[src/rtl/writeback_stage_pkg.sv]
// Shared types for the RV32I writeback stage: data width, register index,
// register-file write bundle and load funct3 encodings.
package writeback_stage_pkg;

  localparam int unsigned XLEN = 32;

  typedef logic [4:0]      rv_reg_t;
  typedef logic [XLEN-1:0] rv_word_t;

  typedef struct packed {
    logic     enable;
    rv_reg_t  which_register;
    rv_word_t value;
  } reg_write_control_t;

  typedef enum logic [2:0] {
    F3_LB  = 3'b000,
    F3_LH  = 3'b001,
    F3_LW  = 3'b010,
    F3_LBU = 3'b100,
    F3_LHU = 3'b101
  } load_funct3_t;

endpackage

[src/rtl/writeback_stage_if.sv]
// Memory-stage handshake, register-file write port and decode hazard query
// for the writeback stage. master = environment side, slave = writeback_stage.
interface writeback_stage_if;
  import writeback_stage_pkg::*;

  logic               in_valid;
  logic               in_ready;
  rv_reg_t            in_rd;
  rv_word_t           in_result;
  logic               in_is_load;
  logic [2:0]         in_load_funct3;
  rv_word_t           in_mem_rdata;
  logic [1:0]         in_addr_lsb;
  logic               write_grant;
  reg_write_control_t write_control;
  rv_reg_t            query_rs1;
  rv_reg_t            query_rs2;
  logic               rs1_pending;
  logic               rs2_pending;

  modport master (
    output in_valid, in_rd, in_result, in_is_load, in_load_funct3,
           in_mem_rdata, in_addr_lsb, write_grant, query_rs1, query_rs2,
    input  in_ready, write_control, rs1_pending, rs2_pending
  );

  modport slave (
    input  in_valid, in_rd, in_result, in_is_load, in_load_funct3,
           in_mem_rdata, in_addr_lsb, write_grant, query_rs1, query_rs2,
    output in_ready, write_control, rs1_pending, rs2_pending
  );

endinterface

[src/rtl/writeback_stage_load_align.sv]
// Load data alignment: selects the byte/halfword addressed by addr_lsb and
// sign- or zero-extends it; LW and undefined funct3 pass the full word.
module writeback_stage_load_align
  import writeback_stage_pkg::*;
(
  input  logic [2:0] funct3,
  input  logic [1:0] addr_lsb,
  input  rv_word_t   rdata,
  output rv_word_t   value
);

  logic [7:0]  byte_sel;
  logic [15:0] half_sel;

  always_comb begin
    byte_sel = rdata[7:0];
    case (addr_lsb)
      2'd1:    byte_sel = rdata[15:8];
      2'd2:    byte_sel = rdata[23:16];
      2'd3:    byte_sel = rdata[31:24];
      default: byte_sel = rdata[7:0];
    endcase
    half_sel = addr_lsb[1] ? rdata[31:16] : rdata[15:0];

    value = rdata;
    case (funct3)
      F3_LB:   value = {{(XLEN-8){byte_sel[7]}}, byte_sel};
      F3_LBU:  value = {{(XLEN-8){1'b0}}, byte_sel};
      F3_LH:   value = {{(XLEN-16){half_sel[15]}}, half_sel};
      F3_LHU:  value = {{(XLEN-16){1'b0}}, half_sel};
      default: value = rdata;
    endcase
  end

endmodule

[src/rtl/writeback_stage.sv]
// RV32I writeback stage: aligns load data, buffers results in a DEPTH-entry FIFO
// and drains to the register file. Optional retire counter: WB_RETIRE_COUNT_EN.
module writeback_stage
  import writeback_stage_pkg::*;
#(
  parameter int unsigned DEPTH = 2
)(
  input  logic               clock,
  input  logic               reset,
  writeback_stage_if.slave   wb
`ifdef WB_RETIRE_COUNT_EN
  ,
  output logic [63:0]        instret
`endif
);

  localparam int unsigned      PTR_W      = $clog2(DEPTH);
  localparam logic [PTR_W:0]   FULL_COUNT = (PTR_W+1)'(DEPTH);

  logic [PTR_W-1:0] rd_ptr, wr_ptr;
  logic [PTR_W:0]   count;
  logic [DEPTH-1:0] entry_valid;
  rv_reg_t          entry_rd    [DEPTH];
  rv_word_t         entry_value [DEPTH];

  rv_word_t load_value;
  rv_word_t enq_value;
  rv_reg_t  head_rd;
  logic     enq, deq;

  writeback_stage_load_align u_load_align (
    .funct3   (wb.in_load_funct3),
    .addr_lsb (wb.in_addr_lsb),
    .rdata    (wb.in_mem_rdata),
    .value    (load_value)
  );

  // Full refuses input even while draining: no same-cycle pass-through.
  assign wb.in_ready = !reset && (count != FULL_COUNT);
  assign enq         = wb.in_valid && wb.in_ready;
  assign deq         = !reset && (count != '0) && wb.write_grant;
  assign enq_value   = wb.in_is_load ? load_value : wb.in_result;
  assign head_rd     = entry_rd[rd_ptr];

  always_comb begin
    wb.write_control.enable         = deq && (head_rd != '0);
    wb.write_control.which_register = head_rd;
    wb.write_control.value          = entry_value[rd_ptr];
  end

  always_comb begin
    wb.rs1_pending = 1'b0;
    wb.rs2_pending = 1'b0;
    for (int unsigned i = 0; i < DEPTH; i++) begin
      if (entry_valid[i] && entry_rd[i] == wb.query_rs1) wb.rs1_pending = 1'b1;
      if (entry_valid[i] && entry_rd[i] == wb.query_rs2) wb.rs2_pending = 1'b1;
    end
    if (reset || wb.query_rs1 == '0) wb.rs1_pending = 1'b0;
    if (reset || wb.query_rs2 == '0) wb.rs2_pending = 1'b0;
  end

  always_ff @(posedge clock) begin
    if (reset) begin
      count       <= '0;
      rd_ptr      <= '0;
      wr_ptr      <= '0;
      entry_valid <= '0;
    end else begin
      if (deq) begin
        entry_valid[rd_ptr] <= 1'b0;
        rd_ptr              <= rd_ptr + 1'b1;
      end
      if (enq) begin
        entry_valid[wr_ptr] <= 1'b1;
        wr_ptr              <= wr_ptr + 1'b1;
      end
      case ({enq, deq})
        2'b10:   count <= count + 1'b1;
        2'b01:   count <= count - 1'b1;
        default: count <= count;
      endcase
    end
  end

  always_ff @(posedge clock) begin
    if (enq) begin
      entry_rd[wr_ptr]    <= wb.in_rd;
      entry_value[wr_ptr] <= enq_value;
    end
  end

`ifdef WB_RETIRE_COUNT_EN
  always_ff @(posedge clock) begin
    if (reset)    instret <= '0;
    else if (deq) instret <= instret + 64'd1;
  end
`endif

endmodule
[src/flat_wrapper.sv]
// flat-port wrapper written by rule: the top's interface ports become plain ports
module writeback_stage_flat import writeback_stage_pkg::*;
#(
  parameter int unsigned DEPTH = 2
)
  (clock, reset, wb_in_valid, wb_in_rd, wb_in_result, wb_in_is_load, wb_in_load_funct3, wb_in_mem_rdata, wb_in_addr_lsb, wb_write_grant, wb_query_rs1, wb_query_rs2, wb_in_ready, wb_write_control, wb_rs1_pending, wb_rs2_pending);
  writeback_stage_if wb_i ();
  input  logic clock;
  input  logic reset;
  input wire logic [$bits(wb_i.in_valid)-1:0] wb_in_valid;
  input wire logic [$bits(wb_i.in_rd)-1:0] wb_in_rd;
  input wire logic [$bits(wb_i.in_result)-1:0] wb_in_result;
  input wire logic [$bits(wb_i.in_is_load)-1:0] wb_in_is_load;
  input wire logic [$bits(wb_i.in_load_funct3)-1:0] wb_in_load_funct3;
  input wire logic [$bits(wb_i.in_mem_rdata)-1:0] wb_in_mem_rdata;
  input wire logic [$bits(wb_i.in_addr_lsb)-1:0] wb_in_addr_lsb;
  input wire logic [$bits(wb_i.write_grant)-1:0] wb_write_grant;
  input wire logic [$bits(wb_i.query_rs1)-1:0] wb_query_rs1;
  input wire logic [$bits(wb_i.query_rs2)-1:0] wb_query_rs2;
  output wire logic [$bits(wb_i.in_ready)-1:0] wb_in_ready;
  output wire logic [$bits(wb_i.write_control)-1:0] wb_write_control;
  output wire logic [$bits(wb_i.rs1_pending)-1:0] wb_rs1_pending;
  output wire logic [$bits(wb_i.rs2_pending)-1:0] wb_rs2_pending;
  assign wb_i.in_valid = wb_in_valid;
  assign wb_i.in_rd = wb_in_rd;
  assign wb_i.in_result = wb_in_result;
  assign wb_i.in_is_load = wb_in_is_load;
  assign wb_i.in_load_funct3 = wb_in_load_funct3;
  assign wb_i.in_mem_rdata = wb_in_mem_rdata;
  assign wb_i.in_addr_lsb = wb_in_addr_lsb;
  assign wb_i.write_grant = wb_write_grant;
  assign wb_i.query_rs1 = wb_query_rs1;
  assign wb_i.query_rs2 = wb_query_rs2;
  assign wb_in_ready = wb_i.in_ready;
  assign wb_write_control = wb_i.write_control;
  assign wb_rs1_pending = wb_i.rs1_pending;
  assign wb_rs2_pending = wb_i.rs2_pending;
  writeback_stage #(.DEPTH(DEPTH)) u_core (.clock(clock), .reset(reset), .wb(wb_i));
endmodule
[config.mk]
export PLATFORM = sky130hd
export DESIGN_NAME = writeback_stage_flat
export DESIGN_NICKNAME = d
export VERILOG_FILES = /design/src/rtl/writeback_stage_pkg.sv /design/src/rtl/writeback_stage_if.sv /design/src/rtl/writeback_stage_load_align.sv /design/src/rtl/writeback_stage.sv /design/src/flat_wrapper.sv
export SDC_FILE = /design/constraint.sdc
export NUM_CORES = 1
export LEC_CHECK = 0
export ABC_CLOCK_PERIOD_IN_PS = 3900
export BUFFER_PORTS_ARGS = -buffer_cell sky130_fd_sc_hd__buf_4
export CAP_MARGIN = 10
export CORE_MARGIN = 2
export CORE_UTILIZATION = 55
export DETAILED_ROUTE_END_ITERATION = 10
export HOLD_SLACK_MARGIN = 0.12
export PLACE_DENSITY = 0.85
export RECOVER_POWER = 100
export SLEW_MARGIN = 0
export SYNTH_ARGS = -nofsm -noshare
export SYNTH_HDL_FRONTEND = slang
export SYNTH_HIERARCHICAL = 1
export SYNTH_SLANG_ARGS = --single-unit
[constraint.sdc]
create_clock -name clock -period 3.9 [get_ports clock]
set_clock_uncertainty 0.1 [all_clocks]
set_input_delay 0.78 -clock clock [delete_from_list [all_inputs] [get_ports clock]]
set_output_delay 0.78 -clock clock [all_outputs]
set_load 0.02 [all_outputs]
# Word level (Yosys, flattened, before mapping)

Memory sizes are Yosys's and may differ from the RTL's. A register that Yosys moved wholly into a read port is not among the register bits.
Index checks and enable logic that the tools add are counted.

Flip-flop bits (word level): 6
Memory bits (writable): 74
Bits of input ports: 89
Output and inout bits: 41
Logic and storage cells: 74
Memories: 2

Memory list:

| memory             | words | width | read ports | clocked after Yosys merged registers in | wr ports | line                  | RTL |
|---|---|---|---|---|---|---|---|
| u_core.entry_value | 2     | 32    | 1          | 1                                       | 1        | writeback_stage.sv:24 | `rv_word_t entry_value [DEPTH];` |
| u_core.entry_rd    | 2     | 5     | 3          | 1                                       | 1        | writeback_stage.sv:23 | `rv_reg_t entry_rd [DEPTH];` |

Add/subtract/negate cells: 4
$lt $le $gt $ge: 4
Eq/ne operators: 13
Muxes and demuxes: 24
Bitwise gates (word level): 3
Reduce and logical (&&, ||, !) cells: 20

Operators by type and width:

| kind                  | count |
|---|---|
| $pmux W32 S4          | 1 |
| $mux W32              | 1 |
| $pmux W8 S3           | 1 |
| $eq A5 B5 Y1          | 4 |
| $mux W16              | 1 |
| $mux W1               | 14 |
| $logic_and A1 B1 Y1   | 11 |
| $logic_not A5 Y1      | 2 |
| $eq A2 B2 Y1 const B  | 3 |
| $eq A3 B3 Y1 const B  | 2 |
| $mux W2               | 3 |
| $reduce_bool A5 Y1    | 1 |
| $eq A2 B1 Y1 const B  | 2 |
| $lt A1 B2 Y1 const B  | 2 |
| $pmux W2 S2           | 1 |
| $reduce_bool A2 Y1    | 2 |
| $eq A3 B1 Y1 const B  | 1 |
| $logic_not A3 Y1      | 1 |
| $add A1 B1 Y1 const B | 2 |
| $add A2 B1 Y2 const B | 1 |
| $and A2 B2 Y2         | 1 |
| $demux W1 S1          | 2 |
| $ge A1 B1 Y1 const B  | 2 |
| $logic_or A1 B1 Y1    | 2 |
| other kinds (5)       | 5 |

# Longest topological paths before layout

Gate-level depths: netlist of the first run.

Depth after elaboration: 10
Depth in mapped cells: 8
Mapped depth without buffers: 7

# Cells and area by module

The synthesis of the first run kept the hierarchy.

Modules (own cells, without submodules):

| module                     | instances | cells each | area an instance (um^2) | seq. area each (um^2) |
|---|---|---|---|---|
| writeback_stage            | 1         | 223        | 3614.7                  | 2362.3 |
| writeback_stage_load_align | 1         | 111        | 668.1                   | 0.0 |

# Worst setup path before layout of the first run

No wires, ideal clock.

Kind: in2reg
From: in reset
To: mem u_core/entry_rd[0][0] in the netlist's numbering (enable)
Setup time: 392 ps
Arrival: 2149 ps
Data required time: 3408 ps
Setup slack: 1259 ps
Cell stages on the path: 5
Path buffers: 1
Path through: buf_6 inv_1 o211ai_2 or2_2 inv_1

Word-level cells in the longest chain between the ends: 5

RTL lines:

| item                          | line                  | RTL |
|---|---|---|
| start, declared               | flat_wrapper.sv:9     | `input logic reset;` |
| $logic_not A1 Y1              | writeback_stage.sv:39 | `assign wb.in_ready = !reset && (count != FULL_COUNT);` |
| $logic_and A1 B1 Y1           | writeback_stage.sv:39 |  |
| $logic_and A1 B1 Y1           | writeback_stage.sv:40 | `assign enq = wb.in_valid && wb.in_ready;` |
| $mux W1                       | writeback_stage.sv:86 | `if (enq) begin` |
| $mux W1 (implied by the code) | writeback_stage.sv:87 | `entry_rd[wr_ptr] <= wb.in_rd;` |
| end, declared                 | writeback_stage.sv:23 |  |

No other way between the ends.

==> impl_results.md, run 1 <==
* Crit path cell chain: clkbuf_2 > mux2_2 > clkbuf_1
* Worst VDD drop at 0.000312 V
* Max Freq at 0.313 GHz
* Routability cong. at 0.898
* Footprint of the multi-input gates at 1780 µm²
* Reg clk slew, reported paths at 0.08 ns
* Max stage delay on crit path at 0.70 ns
* Hold WS at 0.376 ns
* Largest net degree at the start of global routing at 38
* Port bufs at 129
* DRC viols at 0
* Rel. slew slack at 31.4%
* Worst-path fanout max at 27
* Antenna cells at 0
* First-pass GRT wire length at 16200 µm
* Net Sw Power at 529 µW
* Req. time, crit path at 3.02 ns
* Vias in the first global route at 3286
* Sw Ratio at 26.3%
* Number of placement rows at 32
* Detailed Route Iter0 Violations at 245
* Initial antenna violation count at 0
* Setup violations, final at 0
* Cells after Synth at 334
* Cell taking the most area after synthesis: edfxtp_1
* Per-cell routed wire length at 18.5 µm
* Worst skew pair latency at 0.33 ns
* Die H at 92.2 µm
* Unique cell type count in the Yosys netlist at 38
* Max-slew violations at 0
* GRT Total Usage at 24.8%
* Fin nets at 547
* Critical-path top delay cell: clkbuf_2
* Type of the worst min-delay path: flop to flop
* Die W at 92.2 µm
* Post-synth top area share at 51.9%
* Bufs on Longest Clock Path at 2
* Post-synth ARST share at 0%
* Final wirelength at 10400 µm
* Post-layout util at 69.9%
* Fillers at 591
* Sequential cell area at 2360 µm²
* RSZ-0062 raised after global routing: no
* H-tree depth at 3
* Synthesized cell area at 4280 µm²
* Starting Density at 56.0%
* Status: completed
* Total of max-cap violations at 0
* Inst Count DP at 548
* Tmin final at 3.20 ns
* Largest cells by area after synthesis: edfxtp_1, mux2_2, xor2_1
* Average size of a mapped cell at 12.8 µm²
* Post-cts sizing count at 0
* Setup TNS at 0 ns
* Internal cell power at 1.48 mW
* PwrDens at 376 nW/µm²
* P_leak at 2.15 nW
* Power Total at 2.01 mW
* Core area at 7650 µm²
* Post-synthesis net count at 424
* Final critical-path share of the clock period at 82.0%
* Endpoint class of the critical path: primary output
* Die area at 8510 µm²
* Yosys reg bits at 81
* Met1 WL at 4210 µm
* # IOs at 130
* Logic pwr share at 19.8%
* Non-Filler Instances at 564
* Final hold vios at 0
* Least-Margin Pin Slew at 1.03 ns
* Ys Warns at 6
* Post-route worst setup slack at 0.701 ns
* Sequential fraction of design power at 50.8%
* Pre-CTS setup slack at 1.18 ns
* Fraction of layout cells with a size suffix above 1 at 33.1%
* Wire length on met2 at 5320 µm
* Worst Setup Start Kind: flop
* DR pass1 iterations at 4
* Layout area overhead at 24.8%
* Detail Route met3 WL at 709 µm
* CTS buffer count at 9
* Post CTS Setup Buffer Count at 0
* CTS tree: yes
* Root Driver: clkbuf_8
* HPWL after DPL at 7280 µm
* Worst setup path category: flop to primary output
* DR vias at 3169
* Detail Route Antenna Nets at 0
* Sequential area share after synthesis at 55.2%
* Crit path DAT at 2.32 ns
* Cts hold-fix bufs at 0
* GR Overflow Total at 0
* Final Cell Area at 5350 µm²
* Uppermost layer routed: met4
* Fraction of power consumed by the clock network at 29.4%
* Vias/cell at 5.62
* Dominant synthesized flop cell: edfxtp_1
* Post-synth EDFFs at 74
* Clk sink count at 81
* Area after DPL at 5300 µm²
==> cells in the mapped netlist, types with 8 or more instances <==
cell type / count
buf_2: 8
mux2_2: 67
a21oi_1: 9
clkbuf_1: 10
inv_1: 8
o21ai_1: 8
nand2_1: 36
a21o_1: 17
edfxtp_1: 74
xor2_1: 17
a221o_1: 8
==> layout by cell type (no fill, tap or decap), types with 12 or more instances in the layout <==
cell type | synthesis | routed
mux2_2 | 67 | 38
edfxtp_1 | 74 | 74
clkbuf_1 | 10 | 36
nand2_1 | 36 | 36
mux2_1 | 2 | 31
o21ai_0 | 5 | 12
buf_4 | 0 | 90
xor2_1 | 17 | 17
a21o_1 | 17 | 17
==> area by class of cell <==
type / count / share of cell area, %
timing repair buffer: 132 / 16.0
clock buffer: 11 / 2.46
inverter: 8 / 0.562
clock inverter: 5 / 1.05
sequential: 81 / 44.2
tap: 102 / 2.39
multi-input combinational: 225 / 33.3
==> state kept, by name (all words and copies together) (netlist names), named ones only <==
name / cells
u_core/wr_ptr: 1
u_core/count: 2
u_core/entry_value: 64
u_core/entry_valid: 2
u_core/rd_ptr: 1
u_core/entry_rd: 10
==> power by group through the flow <==
stage | Sequential, mW | Clock [mW] | Combinational (mW)
after floorplan | 1.03 | 0 | 0.256
after global placement | 1.04 | 0 | 0.423
after detailed placement | 1.04 | 0 | 0.431
after CTS | 1.02 | 0.601 | 0.435
after global routing | 1.03 | 0.636 | 0.429
final | 1.02 | 0.591 | 0.398
==> path summary, 6_finish.rpt <==
kind,start,endpoint,slack [ns],depth (start not counted)
min,u_core/wr_ptr,u_core/wr_ptr,0.38,2
min reg2reg,u_core/wr_ptr,u_core/wr_ptr,0.38,2
max,flop,wb_write_control[15],0.70,3
max reg2reg,u_core/count[0],u_core/entry_value[0][5],1.64,4
==> per-layer routing <==
layer / GRT usage, % / vias to the layer above
met5: 0 / -
met4: 10.2 / 0
met3: 5.51 / 12
met2: 42.8 / 126
met1: 30.2 / 1534
li1: - / 1497
==> critical path, delay by kind of cell, from the launching register on <==
| family | cells | cell delay [ns] |
|---|---|---|
| mux | 1 | 0.41 |
| flops | 1 | 0.68 |
| buf+inv | 2 | 0.89 |
==> cells by family after synthesis <==
group	synth area share [%]
AOI/OAI and AO/OA	10.3
xor gates and xnor gates	4.70
adders and majority gates	0.292
muxes	18.9
and+or+nand+nor	7.62
buffers and inverters	3.04
DFF	55.2
Note: power is estimated with default switching activity, not from simulation.
==> run 2, diff against run 1 <==
- ABC_CLOCK_PERIOD_IN_PS: 3900 -> 2700
- CORE_UTILIZATION: 55 -> 47
- PLACE_DENSITY: 0.85 -> 0.77
- clock period: 3.9 -> 2.7 ns (I/O delays scaled with it)
==> impl_results.md, run 2 (synthesized netlist as in run 1, its figures left out) <==
* Status: completed
* Final critical-path share of the clock period at 92.7%
* Number of placement rows at 34
* Cts hold-fix bufs at 0
* Cell family with most CP delay: buffers and inverters
* Most flop-heavy register: u_core/entry_value
* HPWL after DPL at 7420 µm
* Clk sink count at 81
* Detail Route Antenna Nets at 0
* First-pass GRT wire length at 16000 µm
* Worst-path fanout max at 32
* Most frequent cells in the layout: buf_4, edfxtp_1, nand2_1
* Total of max-cap violations at 0
* P_leak at 2.23 nW
* Detailed Route Iter0 Violations at 134
* Endpoint class of the critical path: primary output
* Die H at 99.5 µm
* Final hold vios at 0
* Least-Margin Pin Slew at 1.06 ns
* Antenna cells at 0
* Bufs on Longest Clock Path at 2
* Die area at 9890 µm²
* H-tree depth at 3
* Post-layout util at 62.0%
* Fraction of layout cells with a size suffix above 1 at 35.9%
* Req. time, crit path at 2.06 ns
* Worst VDD drop at 0.000297 V
* RSZ-0062 raised after global routing: no
* DR vias at 3119
* Layout area overhead at 26.8%
* Type of the worst min-delay path: input pin to flop
* Root Driver: clkbuf_8
* Sequential fraction of design power at 47.4%
* Vias in the first global route at 3173
* Post CTS Setup Buffer Count at 0
* Fin nets at 547
* Setup violations, final at 0
* Internal cell power at 2.34 mW
* GRT Total Usage at 21.3%
* Die W at 99.5 µm
* Crit path cell chain: buf_4 > mux2_1 > buf_4
* Fillers at 748
* # IOs at 130
* Final wirelength at 10400 µm
* Most used cell, CP: buf_4
* Rel. slew slack at 29.7%
* Routability cong. at 0.826
* CP bufs+invs at 2
* Post-cts sizing count at 0
* Max-slew violations at 0
* Setup TNS at 0 ns
* Initial antenna violation count at 0
* Worst Setup Start Kind: flop
* Largest net degree at the start of global routing at 38
* Tmin final at 2.50 ns
* Max FFs per register at 64
* CTS tree: yes
* Worst setup path category: flop to primary output
* DRC viols at 0
* Logic pwr share at 18.8%
* Biggest regs: u_core/entry_value x64, u_core/entry_rd x10
* Crit path DAT at 1.86 ns
* Sw Ratio at 24.8%
* Vias/cell at 5.47
* Per-cell routed wire length at 18.2 µm
* Net Sw Power at 769 µW
* Critical-path top delay cell: dfxtp_1
* Worst skew pair latency at 0.34 ns
* Core area at 8760 µm²
* CTS buffer count at 9
* Max Freq at 0.400 GHz
* Reg clk slew, reported paths at 0.08 ns
* GR Overflow Total at 0
* Most common library cell in the layout ignoring fill and taps: buf_4
* PwrDens at 572 nW/µm²
* DR pass1 iterations at 4
* Port bufs at 129
* Starting Density at 48.9%
* Max stage delay on crit path at 0.48 ns
* Fraction of power consumed by the clock network at 33.8%
## run 2: changes by cell type in the layout (fill, tap and decap cells not counted), sizes merged
cell,change
bufinv,+2
clkbuf,-8
inv,+1
clkinv,-2
buf,+7
## run 2: worst paths after layout
check                        from                       end  slack, ns  cells after the start
hold reg to reg     u_core/wr_ptr             u_core/wr_ptr       0.39                      2
setup reg to reg  u_core/count[0]  u_core/entry_value[0][5]       0.42                      4
hold / removal        wb_in_rd[1]     u_core/entry_rd[1][1]       0.30                      1
setup / recovery             flop       wb_write_control[7]       0.20                      3
## run 2: layout make-up
| type | instances | area [µm²] | share of cell area [%] |
|---|---|---|---|
| inverters | 8 | 30.0 | 0.553 |
| clock inverters | 6 | 115 | 2.12 |
| well taps | 108 | 135 | 2.49 |
| repair buffers | 132 | 888 | 16.4 |
| multi-input cells | 225 | 1770 | 32.7 |
| flip-flops and latches | 81 | 2360 | 43.5 |
| clock buffers | 10 | 128 | 2.35 |
## run 2: metrics by stage
step	power (mW)	setup slack, ns	hold WS, ns	std cells	cell area (µm²)
floorplan	1.86	0.299	0.341	334	4280
global placement	2.12	0.217	0.365	554	5340
detailed placement	2.13	0.191	0.382	554	5340
CTS	3.19	0.259	0.256	570	5580
global route	3.24	0.0995	0.275	570	5430
finish	3.11	0.197	0.303	570	5430
## run 2: power by group through the flow
stage	Clock [mW]	Combinational [mW]	Sequential (mW)
6_report	1.05	0.584	1.47
5_1_grt	1.12	0.634	1.48
4_1_cts	1.08	0.639	1.47
3_5_place_dp	0	0.633	1.50
3_3_place_gp	0	0.625	1.50
2_1_floorplan	0	0.370	1.49
## run 2: routing by layer
| metal | track usage [%] | part of all wire, % | vias up | wire (µm) |
|---|---|---|---|---|
| li1 | - | - | 1495 | - |
| met1 | 26.5 | 41 | 1472 | 4230 |
| met2 | 35.6 | 50 | 136 | 5160 |
| met3 | 5.83 | 7.4 | 16 | 767 |
| met4 | 8.01 | 2.0 | 0 | 206 |
| met5 | 0 | 0 | - | 0 |
